--- config.mk ---
export PLATFORM = sky130hd
export DESIGN_NAME = piu_dyninfo_ctrl
export DESIGN_NICKNAME = d
export VERILOG_FILES = /design/src/rtl/piu_dyninfo_ctrl.sv
export SDC_FILE = /design/constraint.sdc
export NUM_CORES = 1
export LEC_CHECK = 0
export CAP_MARGIN = 20
export CORE_MARGIN = 3
export CORE_UTILIZATION = 43
export DETAILED_ROUTE_END_ITERATION = 10
export PLACE_DENSITY = 0.95
export SYNTH_ARGS = -nofsm -noshare
export SYNTH_HDL_FRONTEND = slang
export SYNTH_SLANG_ARGS = --single-unit
export TNS_END_PERCENT = 100
--- constraint.sdc ---
create_clock -name clk -period 6.2 [get_ports clk]
set_input_delay 0.93 -clock clk [delete_from_list [all_inputs] [get_ports clk]]
set_output_delay 0.93 -clock clk [all_outputs]
set_load 0.01 [all_outputs]
--- src/rtl/piu_dyninfo_ctrl.sv ---
// Sequencer/arbiter for the PIU dynamic patch-info RAM: turns decoder instructions
// into bulk strobes or per-patch write walks and shares the RAM index with the scanner.
module piu_dyninfo_ctrl #(
    parameter int NUM_PCH     = 8,
    parameter int PCHADDR_BW  = 3,
    parameter int FACEBD_BW   = 3,
    parameter int CORNERBD_BW = 1,
    localparam int PCHDYN_BW  = 4*FACEBD_BW + 4*CORNERBD_BW
) (
    input  logic                     clk,
    input  logic                     rst,
    input  logic                     instr_valid,
    output logic                     instr_ready,
    input  logic [1:0]               instr_op,
    input  logic [NUM_PCH-1:0]       instr_mask,
    input  logic [4*FACEBD_BW-1:0]   instr_facebd,
    input  logic [4*CORNERBD_BW-1:0] instr_cornerbd,
    output logic                     busy,
    output logic                     done,
    input  logic                     rd_req,
    input  logic [PCHADDR_BW-1:0]    rd_pchidx,
    output logic                     rd_gnt,
    output logic [PCHDYN_BW-1:0]     rd_data,
    output logic                     prep_dyninfo,
    output logic                     split_dyninfo,
    output logic                     is_writing,
    output logic [4*FACEBD_BW-1:0]   wr_facebd,
    output logic [4*CORNERBD_BW-1:0] wr_cornerbd,
    output logic [PCHADDR_BW-1:0]    pchidx,
    input  logic [PCHDYN_BW-1:0]     pchinfo_dynamic
);

    typedef enum logic [1:0] {S_IDLE, S_BULK, S_WALK, S_DONE} state_t;

    localparam logic [1:0] OP_NOP    = 2'd0;
    localparam logic [1:0] OP_PREP   = 2'd1;
    localparam logic [1:0] OP_SPLIT  = 2'd2;
    localparam logic [1:0] OP_WRMASK = 2'd3;

    state_t                   state_q, state_d;
    logic [1:0]               op_q, op_d;
    logic [NUM_PCH-1:0]       mask_q, mask_d;
    logic [4*FACEBD_BW-1:0]   facebd_q, facebd_d;
    logic [4*CORNERBD_BW-1:0] cornerbd_q, cornerbd_d;
    logic                     pri_rd_q, pri_rd_d;

    logic [PCHADDR_BW-1:0] wr_target;
    logic [NUM_PCH-1:0]    mask_rest;
    logic                  in_idle, in_bulk, in_walk, in_done;
    logic                  read_wins;

    // Descending scan so the lowest set bit is the last (winning) assignment.
    always_comb begin
        wr_target = '0;
        for (int i = NUM_PCH - 1; i >= 0; i--) begin
            if (mask_q[i]) begin
                wr_target = PCHADDR_BW'(i);
            end
        end
    end

    assign mask_rest = mask_q & (mask_q - NUM_PCH'(1));

    assign in_idle   = (state_q == S_IDLE);
    assign in_bulk   = (state_q == S_BULK);
    assign in_walk   = (state_q == S_WALK);
    assign in_done   = (state_q == S_DONE);
    assign read_wins = rd_req & pri_rd_q;

    assign instr_ready   = in_idle & ~rst;
    assign busy          = ~in_idle & ~rst;
    assign done          = in_done & ~rst;
    assign prep_dyninfo  = ~rst & in_bulk & (op_q == OP_PREP);
    assign split_dyninfo = ~rst & in_bulk & (op_q == OP_SPLIT);
    assign is_writing    = ~rst & in_walk & ~read_wins;
    // Reads are blocked only while a bulk rewrite is in flight or a walk write wins.
    assign rd_gnt        = ~rst & (((in_idle | in_done) & rd_req) | (in_walk & read_wins));

    assign pchidx      = rd_gnt ? rd_pchidx : (is_writing ? wr_target : '0);
    assign rd_data     = rd_gnt ? pchinfo_dynamic : '0;
    assign wr_facebd   = is_writing ? facebd_q : '0;
    assign wr_cornerbd = is_writing ? cornerbd_q : '0;

    always_comb begin
        state_d    = state_q;
        op_d       = op_q;
        mask_d     = mask_q;
        facebd_d   = facebd_q;
        cornerbd_d = cornerbd_q;
        pri_rd_d   = pri_rd_q;
        case (state_q)
            S_IDLE: begin
                if (instr_valid) begin
                    op_d       = instr_op;
                    mask_d     = instr_mask;
                    facebd_d   = instr_facebd;
                    cornerbd_d = instr_cornerbd;
                    case (instr_op)
                        OP_PREP, OP_SPLIT: state_d = S_BULK;
                        OP_WRMASK:         state_d = (instr_mask != '0) ? S_WALK : S_DONE;
                        OP_NOP:            state_d = S_DONE;
                        default:           state_d = S_DONE;
                    endcase
                end
            end
            S_BULK: state_d = S_DONE;
            S_WALK: begin
                // Priority flips only on contended cycles, giving strict alternation.
                if (rd_req) begin
                    pri_rd_d = ~pri_rd_q;
                end
                if (!read_wins) begin
                    mask_d = mask_rest;
                    if (mask_rest == '0) begin
                        state_d = S_DONE;
                    end
                end
            end
            S_DONE: state_d = S_IDLE;
            default: state_d = S_IDLE;
        endcase
    end

    always_ff @(posedge clk) begin
        if (rst) begin
            state_q    <= S_IDLE;
            op_q       <= OP_NOP;
            mask_q     <= '0;
            facebd_q   <= '0;
            cornerbd_q <= '0;
            pri_rd_q   <= 1'b1;
        end else begin
            state_q    <= state_d;
            op_q       <= op_d;
            mask_q     <= mask_d;
            facebd_q   <= facebd_d;
            cornerbd_q <= cornerbd_d;
            pri_rd_q   <= pri_rd_d;
        end
    end

endmodule
==> results.yml <==
timing:
  hold_viol_final: 0
  fin_skew_ns: 0.00367
  slew_viol_final: 0
  period_share: 0.693
  worst_slew_pin_slew_ns: 0.971
  setup_tns_ns: 0
  rsz0062_at_grt: "false"
  fmax_mhz: 233
  min_period_ns: 4.29
  relSlewSlack: 0.353
  setup_viol: 0
power:
  power_density_mw_per_mm2: 326
  p_int_w: 0.000530
  switchingPower_w: 0.000356
  comb_power_share: 0.499
  total_leakage_power_nw: 1.01
  fin_total_pwr_w: 0.000885
  p_clk_frac: 0.166
  swShare: 0.402
  seqPwrFrac: 0.335
  worst_ir_drop_vdd_uv: 201
floorplan:
  die_y_um: 69.6
  dieArea_mm2: 0.00484
  rows: 22
  io_pins: 91
  initial_core_util: 0.461
  dieWidth_um: 69.6
  fp.coreArea_mm2: 0.00377
global_routing:
  antenna_found_initial: 0
  track_usage: 0.190
  grt_pass1_wl_um: 7750
  grt_overflow: 0
  grt_pass1_vias: 1800
  grt_max_degree: 39
worst_hold_path:
  min_to: "facebd_q[1]"
  holdPathStages: 2
  min_path_type: "flop to flop"
  min_from: "facebd_q[1]"
critical_path:
  r2r_end: "mask_q[3]"
  rrSetupSlack_ns: 4.06
  cp.required_ns: 5.27
  timing.rr.start: "state_q[0]"
  end_kind: "output port"
  critPathKind: "input port to output port"
  cp-start-kind: "input port"
  crit_arrival_ns: 3.36
  worstPathMaxFanout: 38
  rr_worst_depth: 7
synth:
  yosys.area_share.simple: 0.334
  synthCells: 232
  synth-edff-count: 0
  synth_cell_types: 35
  synthDominantCellAreaShare: 0.334
  syn-cell-area_mm2: 0.00174
  yosysMostFrequentCell: "nand2_1"
  synth_adder_area_share: 0.0490
  avgSynthCellArea_um2: 7.49
  ys_ff_latch: 29
  yosysSeqAreaShare: 0.334
  synth.top_cells.by_area: "dfxtp_1 (33%), and2_1 (12%), nand2_1 (9.9%)"
  synth_xor_area_frac: 0
  synth_warnings: 0
  muxShareOfSynthArea: 0.0122
  synth_compound_area_frac: 0.213
  synth_top_family_by_area: "simple AND/OR/NAND/NOR gates"
  synthFlopType: "dfxtp_1"
  ys_top_cells_by_count: "nand2_1 (46), a21oi_1 (34), and2_1 (34)"
  synth_top_area_cell: "dfxtp_1"
  synthArstFlopShare: 0
  synth_nets: 287
routing:
  wirelength_um: 4620
  dr_wl_met3_um: 559
  vias: 1870
  wl_met1_um: 1950
  drt_iter0_markers: 86
  routed.top_layer: "met4"
  met2WireLength_um: 2090
  viasPerCell: 5.15
  firstDrtPassIters: 4
  ant_nets: 0
  drcViolationCount: 0
  avgRoutedWirePerCell_um: 12.7
cells_and_area:
  drive_gt1_frac: 0.0413
  design_area_mm2: 0.00272
  fill_cells: 289
  antenna_cells: 0
  layout.nets: 369
  finish.utilization: 0.720
  seqCellArea_um2: 581
  area_growth_pct: 56.4
  multi_input_area_mm2: 0.00105
cts:
  cts_resized: 0
  cts_sinks: 29
  clkTransAtPathRegs_ns: 0.06
  clock_latency_ns: 0.28
  cts_hold_buf: 0
  cts_tree: "built"
  numCtsBuffers: 5
  postCtsSetupBuffers: 0
  cts_buffer_depth: 2
  root_buffer: "clkbuf_8"
  ctsHtreeMaxLevel: 2
run:
  max_cap_violations: 0
placed_design:
  hpwlAfterDp_um: 3450
  place_area_mm2: 0.00263
  portBuffers: 90
  gp_congestion: 0.793
outcome:
  outcome: "finished clean"
layer usage:
layer / global-route usage / vias to the layer above
met3: 0.0913 / 2
met2: 0.309 / 98
met5: 0 / -
li1: - / 940
met1: 0.229 / 830
met4: 0.0325 / 0
how the worst max path moves through the flow:
stage / start / end / slack, ns / depth (start not counted)
2_1_floorplan: rst / rd_data[10] / 3.40 / 5
3_3_place_gp: rst / pchidx[1] / 1.92 / 6
3_5_place_dp: rst / pchidx[2] / 1.91 / 6
4_1_cts: rst / pchidx[2] / 1.89 / 6
5_1_grt: rst / wr_facebd[3] / 1.72 / 6
6_report: rst / wr_facebd[4] / 1.91 / 6
per-stage QoR:
stage,setup slack (ns),std cells,hold slack (ns)
6_report,1.91,363,0.456
3_3_place_gp,1.92,354,0.442
3_5_place_dp,1.91,354,0.447
4_1_cts,1.89,362,0.457
5_1_grt,1.72,363,0.480
2_1_floorplan,3.40,232,0.432
sequential cells by signal (all words and copies together), names as in the netlist:
signal and flops:
mask_q 8, state_q 2, facebd_q 12, pri_rd_q 1
op_q 2, cornerbd_q 4
logic make-up (layout without fill, tap and decap cells):
group                    Yosys count  in the layout
adder cells (fa/ha/maj)            7              7
AO/OA/AOI/OAI                     58             58
flip-flops                        29             29
buffers and inverters             23            106
AND/OR/NAND/NOR                  113            113
multiplexers                       2              2
cell type report:
cell class                 instances  share of cell area
multi-input combinational        180               0.388
clock inverter                     2             0.00368
sequential                        29               0.214
inverter                           6             0.00829
clock buffer                       6              0.0267
tap                               48              0.0221
timing repair buffer              92               0.337
power by group through the flow:
| stage | registers (W) | logic [W] | clock network, W |
|---|---|---|---|
| floorplan | 0.000271 | 0.000342 | 0 |
| global placement | 0.000297 | 0.000429 | 0 |
| detailed placement | 0.000299 | 0.000438 | 0 |
| CTS | 0.000296 | 0.000441 | 0.000150 |
| global route | 0.000307 | 0.000492 | 0.000156 |
| finish | 0.000296 | 0.000442 | 0.000147 |
layout by cell type (no fill, tap or decap), types with 2 or more instances in the layout:
cell	n
ha_1	6
buf_4	2
clkinv_2	2
nor4bb_1	2
clkdlybuf4s50_1	90
a21o_1	2
o21ai_1	4
nor4_1	3
nor3_1	4
nand2_1	46
a21oi_1	34
nand3_1	2
o21a_1	2
nor2b_1	2
nand2b_1	9
and2_1	34
dfxtp_1	29
clkbuf_8	5
o31a_1	3
nor2_1	8
inv_1	6
a22o_1	2
o21ai_0	4
worst max-delay path, cell delays in order:
cell             delay [ns]
clkdlybuf4s50_1        0.40
buf_4                  0.25
nand2b_1               0.20
a21oi_1                0.77
and2_1                 0.25
clkdlybuf4s50_1        0.55
No activity file was read; power rests on OpenSTA's default activity.
